`src/rtl/pwm_duty_capture.sv`:
```
// pwm_duty_capture: recovers the 8-bit duty of one PWM channel.
// The input is synchronised and optionally inverted. High time and period are
// measured from one internal rising edge to the next. The recovered duty is
// published with a one-cycle strobe. A missing edge for TIMEOUT cycles reports
// the input as stuck, giving a duty of 255 or 0.
module pwm_duty_capture #(
  parameter int PWM_PERIOD = 256,
  parameter int PERIOD_TOL = 2,
  parameter int TIMEOUT    = 1024,
  parameter int ACTIVE_LOW = 1,
  parameter int CNT_W      = 11
) (
  input  logic       clk,
  input  logic       rst_n,
  input  logic       pwm_in,
  output logic [7:0] duty,
  output logic       duty_valid,
  output logic       locked,
  output logic       period_err
);

  // Raw pin level that maps to "active" after polarity correction. The
  // synchroniser resets to it, so a pin held active produces no false edge.
  localparam logic INVERT   = (ACTIVE_LOW != 0);
  localparam logic SYNC_RST = (ACTIVE_LOW != 0) ? 1'b0 : 1'b1;

  localparam logic [CNT_W-1:0] TIMEOUT_C = CNT_W'(TIMEOUT);
  localparam logic [CNT_W-1:0] PERIOD_LO = CNT_W'(PWM_PERIOD - PERIOD_TOL);
  localparam logic [CNT_W-1:0] PERIOD_HI = CNT_W'(PWM_PERIOD + PERIOD_TOL);
  localparam logic [CNT_W-1:0] DUTY_MAX  = CNT_W'(255);
  localparam logic [CNT_W-1:0] ONE       = CNT_W'(1);

  typedef enum logic {IDLE, MEASURE} state_t;

  state_t            state_reg, state_next;
  logic              sync1_reg, sync2_reg;
  logic              lvl_reg, lvl_prev_reg;
  logic [CNT_W-1:0]  p_cnt_reg, h_cnt_reg;
  logic [CNT_W-1:0]  p_inc, h_inc;
  logic              rise, timeout_hit, period_ok;
  logic              eval_ok, eval_bad, stuck;

  assign rise        = lvl_reg & ~lvl_prev_reg;
  // Counters saturate at TIMEOUT.
  assign p_inc       = (p_cnt_reg == TIMEOUT_C) ? p_cnt_reg : p_cnt_reg + ONE;
  assign h_inc       = (h_cnt_reg == TIMEOUT_C) ? h_cnt_reg : h_cnt_reg + ONE;
  // The stuck event fires on the cycle in which the period count would reach TIMEOUT.
  assign timeout_hit = (p_inc == TIMEOUT_C);
  assign period_ok   = (p_cnt_reg >= PERIOD_LO) && (p_cnt_reg <= PERIOD_HI);

  // Two-flop synchroniser, polarity correction, then edge-detect registers.
  always_ff @(posedge clk or negedge rst_n) begin
    if (!rst_n) begin
      sync1_reg    <= SYNC_RST;
      sync2_reg    <= SYNC_RST;
      lvl_reg      <= 1'b1;
      lvl_prev_reg <= 1'b1;
    end else begin
      sync1_reg    <= pwm_in;
      sync2_reg    <= sync1_reg;
      lvl_reg      <= sync2_reg ^ INVERT;
      lvl_prev_reg <= lvl_reg;
    end
  end

  // State register.
  always_ff @(posedge clk or negedge rst_n) begin
    if (!rst_n) state_reg <= IDLE;
    else        state_reg <= state_next;
  end

  // Next state and the per-cycle event decode. A rise takes priority over a timeout.
  always_comb begin
    state_next = state_reg;
    eval_ok    = 1'b0;
    eval_bad   = 1'b0;
    stuck      = 1'b0;
    case (state_reg)
      IDLE: begin
        // The first rise only starts a measurement. No period is judged yet.
        if (rise)             state_next = MEASURE;
        else if (timeout_hit) stuck = 1'b1;
      end
      MEASURE: begin
        if (rise) begin
          eval_ok  = period_ok;
          eval_bad = ~period_ok;
        end else if (timeout_hit) begin
          stuck      = 1'b1;
          state_next = IDLE;
        end
      end
      default: state_next = IDLE;
    endcase
  end

  // Period and high-time counters. A rise cycle counts as the first cycle of a new period.
  always_ff @(posedge clk or negedge rst_n) begin
    if (!rst_n) begin
      p_cnt_reg <= '0;
      h_cnt_reg <= '0;
    end else if (rise) begin
      p_cnt_reg <= ONE;
      h_cnt_reg <= ONE;
    end else if (stuck) begin
      p_cnt_reg <= '0;
      h_cnt_reg <= '0;
    end else begin
      p_cnt_reg <= p_inc;
      if (state_reg == MEASURE && lvl_reg) h_cnt_reg <= h_inc;
    end
  end

  // Published outputs. duty changes only together with a duty_valid strobe.
  always_ff @(posedge clk or negedge rst_n) begin
    if (!rst_n) begin
      duty       <= 8'd0;
      duty_valid <= 1'b0;
      locked     <= 1'b0;
      period_err <= 1'b0;
    end else begin
      duty_valid <= eval_ok | stuck;
      period_err <= eval_bad;
      if (eval_ok) begin
        duty   <= (h_cnt_reg > DUTY_MAX) ? 8'hFF : h_cnt_reg[7:0];
        locked <= 1'b1;
      end else if (eval_bad) begin
        locked <= 1'b0;
      end else if (stuck) begin
        duty   <= lvl_reg ? 8'hFF : 8'h00;
        locked <= 1'b0;
      end
    end
  end

endmodule

```
`config.mk`:
```
export PLATFORM = sky130hd
export DESIGN_NAME = pwm_duty_capture
export DESIGN_NICKNAME = d
export VERILOG_FILES = /design/src/rtl/pwm_duty_capture.sv
export SDC_FILE = /design/constraint.sdc
export NUM_CORES = 1
export LEC_CHECK = 0
export ABC_CLOCK_PERIOD_IN_PS = 2160
export BUFFER_PORTS_ARGS = -buffer_cell sky130_fd_sc_hd__buf_2
export CAP_MARGIN = 10
export CORE_ASPECT_RATIO = 2
export CORE_MARGIN = 3
export CORE_UTILIZATION = 50
export CTS_BUF_LIST = sky130_fd_sc_hd__clkbuf_4 sky130_fd_sc_hd__clkbuf_8
export DETAILED_ROUTE_END_ITERATION = 6
export PLACE_DENSITY = 0.75
export SYNTH_ARGS = -nofsm -noshare
export SYNTH_HDL_FRONTEND = slang
export SYNTH_SLANG_ARGS = --single-unit
```
`constraint.sdc`:
```
create_clock -name clk -period 2.16 [get_ports clk]
set_input_delay 0.216 -clock clk [delete_from_list [all_inputs] [get_ports clk]]
set_output_delay 0.216 -clock clk [all_outputs]
set_load 0.05 [all_outputs]
```
==> summary.md, run 1 <==
| Metric | Value |
|---|---|
| Status | finished clean |
| Largest stage delay, worst path | 0.54 ns |
| Crit Path Max Fanout | 7 |
| Peak supply drop | 0.000539 V |
| Die area | 5310 µm² |
| Final hold vios | 0 |
| GRT Util Overall | 21.8% |
| Final Max Slew Viols | 0 |
| Max Freq | 0.480 GHz |
| Fraction of registers with async set or reset after synthesis | 100% |
| Die Wd | 53.1 µm |
| R2R Path End | duty[4] |
| Worst setup EP type | flip-flop |
| Maximum clock path buffer count | 2 |
| Initial antenna violation count | 0 |
| Critical Path AT | 2.28 ns |
| Total power draw | 1880 µW |
| Area after DPL | 2370 µm² |
| Clk sinks | 38 |
| Port buffer count | 13 |
| Core ar. | 4170 µm² |
| DP HPWL | 3.87 mm |
| Fin crit share | 96.4% |
| Syn avg cell area | 10.5 µm² |
| Ys flop type | dfrtp_1 |
| Starting Density | 53.1% |
| Routed WL per cell | 17.9 µm |
| Layout Skew | 0.00615 ns |
| Syn Nets | 218 |
| Kind of critical path | flip-flop to flip-flop |
| Relative slew slack | 44.0% |
| Post-CTS Hold Buffers | 0 |
| Critical-path top delay cell | dfrtp_1 |
| CP startpoint kind | flip-flop |
| Area Growth Syn to Fin | 12.3% |
| Post-route cell area | 2490 µm² |
| P_leak | 0.00107 µW |
| Reg2Reg Setup Slack | 0.08 ns |
| Row count | 33 |
| Largest net degree at the start of global routing | 39 |
| Post-Route WL | 5.13 mm |
| Synth cell types | 56 |
| Setup tns final | 0 ns |
| Final setup vio count | 0 |
| # diodes | 0 |
| Number of global-route vias before repair | 1818 |
| Clock latency on the worst-skew pair | 0.29 ns |
| RSZ-0062 raised after global routing | false |
| DRC Markers | 0 |
| Measured slew at the worst slew-check pin | 0.840 ns |
| Nets | 242 |
| Post-layout util | 59.6% |
| Mapped Cells | 210 |
| Worst EP required | 2.36 ns |
| Via-to-Cell Ratio | 5.94 |
| Largest area contributor in the netlist | dfrtp_1 |
| Hold Path Class | input port to asynchronous set/reset pin |
| Num CTS Buffers | 5 |
| Synthesized area | 2210 µm² |
| Crit Reg-Reg Startpoint | p_cnt_reg[3] |
| Top-level I/O count | 14 |
| Yosys top cell area share | 40.7% |
| Clk pin slew, worst setup/hold paths | 0.07 ns |
| Pwr dens | 756 nW/µm² |
| Drt initial violations | 28 |
| GP Congestion | 0.973 |
| CTS root buffer | clkbuf_8 |
| Worst R2R Path Depth | 7 |
| Maxcap violations | 0 |
| Sequential area share after synthesis | 43.1% |
| Grt ovf | 0 |
| Synthesized flop and latch total | 38 |
| Share of layout cells above drive strength 1 | 31.6% |
| First-pass GRT wire length | 8.47 mm |
| CP Cell Sequence | nand3_4 -> or4_4 -> and3_4 -> o2bb2ai_4 -> nor3_2 -> buf_4 -> o211ai_1 |
| Routed Antenna Nets | 0 |
| Drt pass-1 iters | 4 |
| Top cells by area, synth | dfrtp_1 41%, nor2_4 5.1%, xor2_1 4.4% |
| Number of flops mapped to enable cells by yosys | 0 |
| Minimum clock period after layout | 2.08 ns |
| # H-tree levels | 2 |
| Via count | 1698 |
| Die height | 100 µm |
| Yosys warns | 0 |
| CTS tree | yes |
## through the flow
step                setup WS, ns  hold slack, ns  instances
finish                    0.0783          0.0234        286
global route              0.0125          0.0296        286
CTS                       0.0396          0.0268        285
detailed placement        0.0320           0.326        278
global placement          0.0479           0.326        278
floorplan                  0.178         -0.0796        210
## worst max-delay path by stage
stage / start / end / slack (ns) / depth (start not counted)
after floorplan: p_cnt_reg[0] / duty[0] / 0.18 / 8
after global placement: p_cnt_reg[0] / p_cnt_reg[3] / 0.05 / 9
after detailed placement: p_cnt_reg[0] / duty[3] / 0.03 / 8
after CTS: h_cnt_reg[0] / h_cnt_reg[9] / 0.04 / 7
after global routing: p_cnt_reg[3] / duty[4] / 0.01 / 7
final: p_cnt_reg[3] / duty[4] / 0.08 / 7
## final cells by class
type / count / area (µm²)
fill: 373 / 1680
multi-input combinational: 156 / 1180
sequential: 38 / 958
timing repair buffer: 26 / 175
clock buffer: 7 / 83.8
tap: 52 / 65.1
inverter: 7 / 26.3
## Yosys cell counts, types with 4 or more instances
master,number
and3_1,6
o211ai_1,6
xor2_1,11
ha_1,5
buf_6,4
o21ai_0,8
nand3_1,11
a21oi_1,6
nand2_1,17
nor2_1,17
inv_1,6
xnor2_1,7
nor2_4,10
dfrtp_1,36
## report_power, final
part	switching [µW]	internal [µW]
sequential	96.2	774
clock	240	247
combinational	301	222
## per-layer routing
layer / vias to the layer above / share of wire [%] / GRT usage, %
li1: 785 / - / -
met1: 834 / 34 / 21.4
met2: 53 / 57 / 39.4
met3: 26 / 2.9 / 3.12
met4: 0 / 6.0 / 15.2
met5: - / 0 / 0
## cells in the final DEF (no fill, tap or decap), drive strengths merged, types with 7 or more instances in the layout
master | synthesis | layout
dfrtp | 36 | 36
o21ai | 11 | 11
and3 | 7 | 7
xnor2 | 7 | 7
buf | 5 | 26
nand3 | 12 | 12
a21oi | 7 | 7
nand2 | 18 | 18
xor2 | 11 | 11
clkbuf | 4 | 7
nor2 | 28 | 28
inv | 7 | 7
## kinds of logic (layout without fill, tap and decap cells)
| family | count (synthesis) | after routing | share of synthesized area (%) |
|---|---|---|---|
| adder cells (fa/ha/maj) | 5 | 5 | 2.82 |
| buffers and inverters | 16 | 40 | 4.86 |
| AND/OR/NAND/NOR | 89 | 89 | 26.0 |
| flip-flops | 38 | 38 | 43.1 |
| XOR/XNOR | 18 | 18 | 7.12 |
| AO/OA/AOI/OAI | 44 | 44 | 16.1 |
## timing repair
action                                  in CTS  in global routing
cloned                                       0                  0
setup buffers                                0                  1
endpoints found under the setup margin       1                 23
gates resized for setup                      1                  9
## worst max-delay path, delay by kind of cell (launching register included)
family | cells | cell delay (ns)
AO/OA/AOI/OAI | 2 | 0.35
buffers and inverters | 1 | 0.15
flip-flops | 1 | 0.54
AND/OR/NAND/NOR | 4 | 0.94
Note: power is estimated with default switching activity, not from simulation.
==> run 2, diff against run 1 <==
BUFFER_PORTS_ARGS = -buffer_cell sky130_fd_sc_hd__clkbuf_2   (was -buffer_cell sky130_fd_sc_hd__buf_2)
HOLD_SLACK_MARGIN = 0.15   (was unset)
TNS_END_PERCENT = 5   (was unset)
==> run 2 against run 1 <==
Net effect: clock power up 50%; final cell count increased by 3.1%; non-clock buffer count up 8; global-route usage down 0.76 points.
==> summary.md, run 2 (same netlist as run 1, synthesis figures left out) <==
| Metric | Value |
|---|---|
| Status | finished clean |
| Reg2Reg Setup Slack | 0.08 ns |
| Final Max Slew Viols | 0 |
| Post-Route WL | 4.84 mm |
| GP Congestion | 0.903 |
| Maximum clock path buffer count | 2 |
| Top-level I/O count | 14 |
| Core ar. | 4170 µm² |
| First-pass GRT wire length | 8.26 mm |
| # H-tree levels | 2 |
| DP HPWL | 3.78 mm |
| Worst EP required | 2.36 ns |
| Clock latency on the worst-skew pair | 0.29 ns |
| Maxcap violations | 0 |
| Die area | 5310 µm² |
| # placed instances | 285 |
| Nets | 250 |
| Die height | 100 µm |
| Largest net degree at the start of global routing | 21 |
| Worst setup EP type | flip-flop |
| Layout Skew | 0.00950 ns |
| # diodes | 0 |
| Fin cells | 295 |
| Minimum clock period after layout | 2.08 ns |
| R2R Path End | duty[4] |
| Via-to-Cell Ratio | 5.64 |
| P_leak | 0.00113 µW |
| RSZ-0062 raised after global routing | true |
| CP startpoint kind | flip-flop |
| Critical Path AT | 2.28 ns |
| CTS root buffer | clkbuf_8 |
| Die Wd | 53.1 µm |
| Post-layout util | 62.2% |
| Clk pin slew, worst setup/hold paths | 0.08 ns |
| Setup tns final | 0 ns |
| Leading cell type in the layout, fill and taps excluded | dfrtp_1 |
| Row count | 33 |
| Routed WL per cell | 16.4 µm |
| Hold wc startpoint | sync2_reg |
| Peak supply drop | 0.000558 V |
| Share of layout cells above drive strength 1 | 30.9% |
| Max Freq | 0.481 GHz |
| GRT Util Overall | 21.1% |
| Crit Path Max Fanout | 7 |
| Worst Hold Margin | 0.357 ns |
| Grt ovf | 0 |
| Drt pass-1 iters | 4 |
| Measured slew at the worst slew-check pin | 0.477 ns |
| Area Growth Syn to Fin | 17.1% |
| Drt initial violations | 27 |
| Post-CTS Setup Inserts | 0 |
| Number of global-route vias before repair | 1776 |
| Final hold vios | 0 |
| Num CTS Buffers | 5 |
| Relative slew slack | 68.2% |
| Area after DPL | 2420 µm² |
| Initial antenna violation count | 0 |
| Worst R2R Path Depth | 8 |
| Most frequent cells in the layout | 35 x dfrtp_1, 18 x buf_4, 17 x nand2_1, 17 x nor2_1, 13 x clkbuf_2 |
| Port buffer count | 13 |
| Hold depth | 1 |
| Clk sinks | 38 |
| DRC Markers | 0 |
| Starting Density | 53.1% |
| Fin crit share | 96.3% |
| Kind of critical path | flip-flop to flip-flop |
| Worst hold endpoint | lvl_reg |
| Via count | 1665 |
| Hold Path Class | flip-flop to flip-flop |
| CTS tree | yes |
| Post-route cell area | 2590 µm² |
| Routed Antenna Nets | 0 |
| Final setup vio count | 0 |
| Crit Reg-Reg Startpoint | p_cnt_reg[0] |
| Pwr dens | 812 nW/µm² |
[run 2: cell count changes in the layout (fill, tap and decap cells not counted), sizes merged]
cell / previous run / this run
clkbuf: 7 / 18
clkinv: 0 / 1
buf: 26 / 19
dlygate4sd3: 0 / 2
bufinv: 0 / 2
[run 2: how the worst max path moves through the flow]
stage | to | depth (start not counted) | start
6_report | duty[4] | 8 | p_cnt_reg[0]
5_1_grt | duty[6] | 8 | p_cnt_reg[1]
2_1_floorplan | duty[0] | 8 | p_cnt_reg[0]
4_1_cts | duty[4] | 8 | p_cnt_reg[0]
3_3_place_gp | duty[5] | 8 | p_cnt_reg[0]
3_5_place_dp | duty[4] | 8 | p_cnt_reg[0]
[run 2: metrics by stage]
| step | setup WS, ns | total power (µW) |
|---|---|---|
| after floorplan | 0.178 | 1250 |
| after global routing | -0.0196 | 2210 |
| after global placement | 0.0802 | 1370 |
| after CTS | 0.0210 | 2110 |
| final | 0.0790 | 2100 |
| after detailed placement | 0.0387 | 1370 |
[run 2: power by group]
| part | internal, µW | total (µW) | switching (µW) |
|---|---|---|---|
| Clock | 463 | 731 | 268 |
| Sequential | 771 | 851 | 80.5 |
| Combinational | 215 | 522 | 307 |
| Total | 1450 | 2100 | 656 |
[run 2: layer usage]
layer	share of wire (%)	vias to the layer above	track usage, %
met5	0	-	0
met1	35	812	21.4
met2	59	27	39.3
met4	4.3	0	10.6
met3	1.7	20	2.97
li1	-	806	-
[run 2: worst max-delay path, stage by stage (launching register included)]
cell	delay [ns]
dfrtp_1	0.42
ha_2	0.27
nand2_1	0.10
or4_4	0.43
and3_4	0.20
o2bb2ai_4	0.18
nor3_2	0.06
buf_4	0.15
o211ai_1	0.18
[run 2: timing repair]
action / CTS / global route
hold buffers: 2 / 0
endpoints found under the hold margin: 19 / 0
endpoints found under the setup margin: 0 / 12
resized for setup: 0 / 4
[run 2: final cells by class]
| type | count | area, µm² |
|---|---|---|
| multi-input cells | 156 | 1170 |
| inverters | 7 | 26.3 |
| clock inverters | 3 | 68.8 |
| well taps | 52 | 65.1 |
| clock buffers | 5 | 68.8 |
| flip-flops and latches | 38 | 955 |
| fillers | 364 | 1580 |
| repair buffers | 34 | 240 |
